===== config.mk =====
export PLATFORM = sky130hd
export DESIGN_NAME = multiplier_ctrl
export DESIGN_NICKNAME = d
export VERILOG_FILES = /design/src/rtl/multiplier_pkg.sv /design/src/rtl/mul_ctrl_delay.sv /design/src/rtl/multiplier_ctrl.sv
export SDC_FILE = /design/constraint.sdc
export NUM_CORES = 1
export LEC_CHECK = 0
export ABC_AREA = 1
export BUFFER_PORTS_ARGS = -buffer_cell sky130_fd_sc_hd__buf_2
export CAP_MARGIN = 10
export CORE_MARGIN = 2
export CORE_UTILIZATION = 48
export DETAILED_ROUTE_END_ITERATION = 6
export GPL_TIMING_DRIVEN = 0
export MAX_ROUTING_LAYER = met4
export PLACE_DENSITY_LB_ADDON = 0.2
export REMOVE_ABC_BUFFERS = 1
export SLEW_MARGIN = 20
export SYNTH_ARGS = -nofsm -noshare
export SYNTH_HDL_FRONTEND = slang
export SYNTH_SLANG_ARGS = --single-unit
export TNS_END_PERCENT = 30

===== constraint.sdc =====
create_clock -name clk_i -period 1.34 [get_ports clk_i]
set_input_delay 0.268 -clock clk_i [delete_from_list [all_inputs] [get_ports clk_i]]
set_output_delay 0.268 -clock clk_i [all_outputs]
set_load 0.005 [all_outputs]

===== src/rtl/multiplier_pkg.sv =====
// Shared definitions for the byte-sliced RV32M multiplier controller:
// funct3 encodings, FSM state encoding, lane count and the lane shift-code
// lookup used while rotating operand B.
package multiplier_pkg;

   localparam int unsigned NUM_LANES = 4;

   typedef enum logic [2:0] {
      F3_MUL    = 3'b000,
      F3_MULH   = 3'b001,
      F3_MULHSU = 3'b010,
      F3_MULHU  = 3'b011
   } funct3_e;

   typedef enum logic [1:0] {
      S_IDLE  = 2'd0,
      S_ACC   = 2'd1,
      S_DRAIN = 2'd2,
      S_DONE  = 2'd3
   } state_e;

   // Byte weight of lane k in round r: lane k holds A byte k times original
   // B byte j = (k - r) mod 4, so the product lands at byte position k + j.
   function automatic logic [2:0] shift_code(input logic [1:0] k, input logic [1:0] r);
      logic [1:0] j;
      j = k - r;  // two-bit wrap gives the mod-4 lane index
      return {1'b0, k} + {1'b0, j};
   endfunction

endpackage


===== src/rtl/mul_ctrl_delay.sv =====
// Register line that delays the accumulate enable and lane shift codes by
// DEPTH cycles so they arrive with the pipelined lane products. DEPTH = 0
// degenerates to a wire. A synchronous flush empties every stage.
module mul_ctrl_delay #(
   parameter int unsigned DEPTH = 1,
   parameter int unsigned WIDTH = 13
) (
   input  logic             clk_i,
   input  logic             rst_ni,
   input  logic             flush_i,
   input  logic [WIDTH-1:0] d_i,
   output logic [WIDTH-1:0] q_o
);

   generate
      if (DEPTH == 0) begin : g_bypass
         logic unused_bypass;
         assign unused_bypass = ^{clk_i, rst_ni, flush_i};
         assign q_o = d_i;
      end else begin : g_line
         logic [WIDTH-1:0] line_q [DEPTH];
         logic [WIDTH-1:0] line_d [DEPTH];

         // Next value of each stage: shift toward the output, or clear on flush
         always_comb begin
            line_d[0] = flush_i ? '0 : d_i;
            for (int i = 1; i < DEPTH; i++) begin
               line_d[i] = flush_i ? '0 : line_q[i-1];
            end
         end

         // Stage registers
         // NOTE: these are a few control flops, not a datapath memory, so every
         // stage is reset; a stale accumulate enable after reset would corrupt
         // the next result.
         always_ff @(posedge clk_i or negedge rst_ni) begin
            if (!rst_ni) begin
               for (int i = 0; i < DEPTH; i++) line_q[i] <= '0;
            end else begin
               for (int i = 0; i < DEPTH; i++) line_q[i] <= line_d[i];
            end
         end

         assign q_o = line_q[DEPTH-1];
      end
   endgenerate

endmodule


===== src/rtl/multiplier_ctrl.sv =====
// Control FSM for the byte-sliced RV32M multiplier: accepts a MUL-family
// request, loads the operands, runs four rotate-and-accumulate rounds,
// drains the lane pipeline and holds the result until it is taken.
// Optional build macro MUL_ZERO_SKIP_EN: adds op_A_zero_i/op_B_zero_i and
// finishes a zero-operand multiply straight after the load cycle.
module multiplier_ctrl
   import multiplier_pkg::*;
#(
   parameter int unsigned PIPE_DEPTH = 1
) (
   input  logic       clk_i,
   input  logic       rst_ni,
   input  logic       start_i,
   input  logic [2:0] funct3_i,
   output logic       ready_o,
   input  logic       kill_i,
   output logic       valid_o,
   input  logic       ready_i,
`ifdef MUL_ZERO_SKIP_EN
   input  logic       op_A_zero_i,
   input  logic       op_B_zero_i,
`endif
   output logic       res_hi_o,
   output logic       reg_A_en_o,
   output logic       reg_B_en_o,
   output logic       AC_en_o,
   output logic       ac_clr_o,
   output logic       mux_B_sel_o,
   output logic       rol_en_o,
   output logic       signed_A_o,
   output logic [3:0] sig_ctrl_B_o,
   output logic [2:0] shift_0_o,
   output logic [2:0] shift_1_o,
   output logic [2:0] shift_2_o,
   output logic [2:0] shift_3_o
);

   localparam logic [1:0]  DRAIN_LAST = 2'((PIPE_DEPTH == 0) ? 0 : PIPE_DEPTH - 1);
   localparam int unsigned DLY_W      = 1 + 3 * NUM_LANES;

   state_e     state_q, state_d;
   logic [1:0] r_q, r_d;
   logic       sa_q, sa_d;
   logic       sb_q, sb_d;
   logic       hi_q, hi_d;

   logic       accept;
   logic       zero_skip;
   logic       ac_en_mul;
   logic [2:0] shift_mul [NUM_LANES];
   logic [DLY_W-1:0] dly_in, dly_out;

`ifdef MUL_ZERO_SKIP_EN
   assign zero_skip = op_A_zero_i | op_B_zero_i;
`else
   assign zero_skip = 1'b0;
`endif

   // Divide encodings (funct3[2] set) are not ours and are never accepted.
   assign accept = (state_q == S_IDLE) & start_i & ~kill_i & ~funct3_i[2];

   // State, round counter and latched operation flags
   // NOTE: sequential state uses non-blocking assignments so every flop
   // samples its pre-edge value regardless of statement order.
   always_ff @(posedge clk_i or negedge rst_ni) begin
      if (!rst_ni) begin
         state_q <= S_IDLE;
         r_q     <= '0;
         sa_q    <= 1'b0;
         sb_q    <= 1'b0;
         hi_q    <= 1'b0;
      end else begin
         state_q <= state_d;
         r_q     <= r_d;
         sa_q    <= sa_d;
         sb_q    <= sb_d;
         hi_q    <= hi_d;
      end
   end

   // Next state and undelayed (Mealy) datapath controls
   // NOTE: every output gets a default before the case so no path leaves a
   // signal unassigned, which would infer a latch.
   always_comb begin
      state_d      = state_q;
      r_d          = r_q;
      sa_d         = sa_q;
      sb_d         = sb_q;
      hi_d         = hi_q;
      ready_o      = 1'b0;
      reg_A_en_o   = 1'b0;
      reg_B_en_o   = 1'b0;
      mux_B_sel_o  = 1'b0;
      rol_en_o     = 1'b0;
      ac_clr_o     = 1'b0;
      signed_A_o   = 1'b0;
      sig_ctrl_B_o = 4'b0000;
      valid_o      = 1'b0;
      res_hi_o     = 1'b0;
      ac_en_mul    = 1'b0;

      unique case (state_q)
         S_IDLE: begin
            ready_o = 1'b1;
            if (accept) begin
               reg_A_en_o = 1'b1;
               reg_B_en_o = 1'b1;
               ac_clr_o   = 1'b1;
               sa_d       = (funct3_i == F3_MULH) | (funct3_i == F3_MULHSU);
               sb_d       = (funct3_i == F3_MULH);
               hi_d       = (funct3_i != F3_MUL);
               r_d        = '0;
               state_d    = zero_skip ? S_DONE : S_ACC;
            end
         end
         S_ACC: begin
            ac_en_mul  = 1'b1;
            signed_A_o = sa_q;
            // Lane (r+3) mod 4 holds original B byte 3, the only signed byte.
            if (sb_q) sig_ctrl_B_o = 4'b0001 << (r_q + 2'd3);
            if (r_q != 2'd3) begin
               reg_B_en_o  = 1'b1;
               mux_B_sel_o = 1'b1;
               rol_en_o    = 1'b1;
               r_d         = r_q + 2'd1;
            end else begin
               r_d     = '0;
               state_d = (PIPE_DEPTH == 0) ? S_DONE : S_DRAIN;
            end
         end
         S_DRAIN: begin
            // r_q is reused to count drain cycles.
            if (r_q == DRAIN_LAST) begin
               r_d     = '0;
               state_d = S_DONE;
            end else begin
               r_d = r_q + 2'd1;
            end
         end
         S_DONE: begin
            valid_o  = 1'b1;
            res_hi_o = hi_q;
            if (ready_i) state_d = S_IDLE;
         end
         default: state_d = S_IDLE;
      endcase

      if (kill_i) begin
         state_d = S_IDLE;
         r_d     = '0;
      end
   end

   // Multiply-stage shift codes for the current rotation round
   always_comb begin
      for (int k = 0; k < NUM_LANES; k++) begin
         shift_mul[k] = (state_q == S_ACC) ? shift_code(2'(k), r_q) : 3'd0;
      end
   end

   assign dly_in = {ac_en_mul, shift_mul[0], shift_mul[1], shift_mul[2], shift_mul[3]};

   mul_ctrl_delay #(
      .DEPTH (PIPE_DEPTH),
      .WIDTH (DLY_W)
   ) u_delay (
      .clk_i   (clk_i),
      .rst_ni  (rst_ni),
      .flush_i (kill_i),
      .d_i     (dly_in),
      .q_o     (dly_out)
   );

   // A kill must stop accumulation in the very cycle it arrives.
   assign AC_en_o   = dly_out[12] & ~kill_i;
   assign shift_0_o = dly_out[11:9];
   assign shift_1_o = dly_out[8:6];
   assign shift_2_o = dly_out[5:3];
   assign shift_3_o = dly_out[2:0];

endmodule


==> results <==
- After detailed routing, the number of remaining DRC violations is 0.
- The number of failing setup endpoints in the final timing report is 15.
- After technology mapping, the gate count stands at about 120.
- The launch point of the worst hold path is funct3_i[0].
- The clock insertion delay at the later pin of the skew report is 0.29 ns.
- The checks that failed: setup timing.
- The flow ran to the end, but the final reports show violations.
- The number of placed instances, taps included, is between 150 and 200.
- The detail route stage leaves a number of antenna-violating nets equal to 0.
- By instance count, the leading cell after synthesis is sky130_fd_sc_hd__nand2_1.
- The pin count of the biggest net entering global routing is 15.
- The number of iterations in the first detailed-routing pass is 4.
- The max-cap violation count is 0.
- The endpoint identified for the worst register-to-register timing path is state_q[1].
- The count of pins over their slew limit is 0.
- Clock-pin slew was measured on the worst setup and hold paths at approximately 0.090 ns.
- The dominant register cell in the synthesized netlist is sky130_fd_sc_hd__dfrtp_1.
- In this run the horizontal extent of the chip is 48.7 microns.
- After synthesis, the most frequently instantiated cells are sky130_fd_sc_hd__nand2_1 (29), sky130_fd_sc_hd__inv_1 (19), sky130_fd_sc_hd__nor2_1 (15).
- Timing would allow up to just over 600 MHz.
- The cell depth of the worst min-delay path is 3.
- The mapped netlist covers 958 sq um.
- The maximum ir drop on the vdd rail is a little under 1 mV.
- The via count normalized by instance count is 4.55.
- The design draws between 1500 and 2000 uW.
- The first global-routing pass estimated 3240 microns of wire.
- For this design the static power due to leakage is approximately 0.00073 uW.
- The mean cell area of the mapped netlist is 7.73 sq um.
- The clock root buffer is sky130_fd_sc_hd__clkbuf_4.
- The finished layout holds between 150 and 200 standard cells, fillers aside.
- The type of element capturing the critical path is an output pin.
- In the global route stage, overall resource usage came out at 0.180.
- Summed over all layers, the global routing overflow is 0.
- The initial antenna violation count is 0.
- At the worst endpoint, the arrival time is 1.35 ns.
- In the final design database the tool counted approximately 180 nets.
- In this design, the stage delay of the slowest critical-path cell is 0.44 ns.
- The core box area is 1920 sq um.
- The required time of the worst setup path is 1.07 ns.
- The routed design could run at a clock period as short as 1.62 ns.
- Traced cell by cell, the critical path runs through inv_2, ha_4, nand2_2, nor2_4, buf_4, buf_2.
- For hold timing, the worst endpoint is sb_q.
- By area the synthesized netlist is led by sky130_fd_sc_hd__dfrtp_1 (37%), sky130_fd_sc_hd__ha_1 (14%), sky130_fd_sc_hd__nand2_1 (11%).
- The detailed router's first-iteration violation count is 6.
- The Yosys step of the flow raised 0 warnings.
- Synthesis inferred 14 register bits.
- The area share of the leading cell type in the synthesized netlist is 0.366.
- The utilization of the core after routing is 0.645.
- The final weighted congestion in routability-driven placement is approximately 0.76.
- The fraction of the yosys area taken by sequential cells is 0.366.
- The setup TNS is -2.65 ns.
- The post-synthesis async set-or-reset flop share is 1.00.
- Counting every sink on the clock net gives 14.
- The effective utilization at floorplan is 0.499.
- The final clock period utilization by the worst path is 1.21.
- The vertical die dimension is 48.7 microns.
- The HPWL after detailed placement is 1310 microns.
- The power per cell area is 1590 nW/um^2.
- The area of the die is 2370 sq um.
- The area growth from synthesis to layout is 29.4%.
- The startpoint identified for the worst register-to-register timing path is state_q[0].
- In this run the number of H-tree levels came out at 1.
- The class of the tightest hold or removal check is in2reg.
- The repair_antennas step left the layout with diodes totalling 0.
- In this run the tool buffered the top-level ports with 32 buffer cells.
- The biggest area contributor in the post-synthesis netlist is sky130_fd_sc_hd__dfrtp_1.
- The setup slack on the worst flop-to-flop path is -0.10 ns.
- The synthesized netlist contains 17 unique library cells.
- Fill cells in the final layout number roughly 180.
- The critical path start-end classification is reg2out.
- The slowest stage of the critical path is the sky130_fd_sc_hd__dfrtp_2 cell.
- The logic depth of the worst register-to-register path is 8.
- The biggest fanout along the worst timing path is 5.
- Clock tree synthesis inserted a total of 3 buffers.
- The post-detailed-routing wire length is about 1900 microns.
- The clock passes through at most 2 buffers.
- The routed layout has 833 vias.
- In this run, synthesis inferred 0 flip-flops with an integrated enable.
- The total count of hold-check failures in the final report came to 0.
- The detail-routed net length per standard cell is 10.3 microns.
- The worst-case setup margin in the final layout is -0.278 ns.
- TritonCTS built the clock tree.
- The via count of the first global-routing pass was 764.
- STA classifies the critical path startpoint as a flop.
- 34 I/O pins were placed.
- The row count is 16.
- Setup repair after global routing could not meet its margin everywhere.
- The ratio of cells with drive above 1 in the final layout is 0.455.
- The setup skew after layout is 0.00833 ns.
## worst max path at each step
stage / from / to / slack [ns] / cells past startpoint
floorplan: state_q[0] / reg_B_en_o / -0.07 / 6
global placement: state_q[0] / reg_B_en_o / -0.22 / 7
detailed placement: state_q[0] / reg_B_en_o / -0.25 / 7
CTS: state_q[1] / reg_A_en_o / -0.25 / 6
global route: state_q[1] / ac_clr_o / -0.34 / 6
finish: state_q[0] / ac_clr_o / -0.28 / 6
## area by class of cell
| cell class | count | area [sq um] | share of cell area |
|---|---|---|---|
| multi-input cells | 73 | 473 | 0.381 |
| flip-flops and latches | 14 | 354 | 0.286 |
| repair buffers | 43 | 255 | 0.206 |
| inverters | 22 | 87.6 | 0.0706 |
| clock buffers | 4 | 36.3 | 0.0293 |
| well taps | 27 | 33.8 | 0.0272 |
## layout by cell type (no fill, tap or decap), types with 2 or more instances in the layout
cell | netlist | final
sky130_fd_sc_hd__buf_6 | 1 | 2
sky130_fd_sc_hd__inv_1 | 19 | 15
sky130_fd_sc_hd__dfrtp_2 | 0 | 3
sky130_fd_sc_hd__ha_1 | 11 | 7
sky130_fd_sc_hd__clkbuf_4 | 0 | 3
sky130_fd_sc_hd__buf_2 | 0 | 31
sky130_fd_sc_hd__nor2_4 | 1 | 2
sky130_fd_sc_hd__o21ai_2 | 1 | 2
sky130_fd_sc_hd__inv_4 | 0 | 2
sky130_fd_sc_hd__o21ai_1 | 3 | 3
sky130_fd_sc_hd__nor2_2 | 3 | 3
sky130_fd_sc_hd__nand3_1 | 6 | 6
sky130_fd_sc_hd__inv_2 | 3 | 5
sky130_fd_sc_hd__buf_4 | 14 | 9
sky130_fd_sc_hd__dfrtp_1 | 14 | 11
sky130_fd_sc_hd__nand2_1 | 29 | 26
sky130_fd_sc_hd__nand2_2 | 0 | 2
sky130_fd_sc_hd__ha_4 | 0 | 3
sky130_fd_sc_hd__nor2_1 | 15 | 14
## power breakdown
part	internal (uW)	leakage [uW]	switching, uW
clock network	165	0.0000210	143
registers	535	0.000183	86.1
logic	497	0.000529	540
total	1200	0.000733	769
## registers in the layout (all words and copies together) (netlist names)
| register | count |
|---|---|
| sb_q | 1 |
| u_delay.q_o | 7 |
| hi_q | 1 |
| r_q | 2 |
| state_q | 2 |
| sa_q | 1 |
## metrics by stage
step           hold WS (ns)  cell area [sq um]  setup WS [ns]
6_report              0.239               1240         -0.278
5_1_grt               0.248               1240         -0.342
4_1_cts               0.246               1190         -0.249
3_5_place_dp          0.176               1040         -0.246
3_3_place_gp          0.176               1040         -0.219
2_1_floorplan       -0.0276                842        -0.0656
## repair_timing
| item | 4_1_cts | 5_1_grt |
|---|---|---|
| hold buffers | 1 | 0 |
| gates resized for setup | 14 | 12 |
| buffers inserted | 8 | 2 |
| setup endpoints to repair | 15 | 17 |
| hold endpoints to repair | 14 | 0 |
| pin swaps | 4 | 0 |
## kinds of logic after synthesis
logic type	count (synthesis)	synth area share
AO/OA/AOI/OAI	6	0.0379
other	1	0.00391
AND/OR/NAND/NOR	55	0.242
adder cells (fa/ha/maj)	11	0.144
buffers and inverters	37	0.208
flip-flops	14	0.366
## critical path: cells and delay by family, from the launching register on
kind | cells | cell delay, ns
adders and majority gates | 1 | 0.14
buffers and inverters | 3 | 0.33
DFF | 1 | 0.44
and+or+nand+nor | 2 | 0.16
## routing by layer
layer / vias up / global-route usage / part of all wire
li1: 418 / - / -
met1: 380 / 0.200 / 0.45
met2: 29 / 0.299 / 0.48
met3: 6 / 0.0648 / 0.059
met4: 0 / 0.0619 / 0.015
met5: - / - / 0
Power figures use the tool's default switching activity.
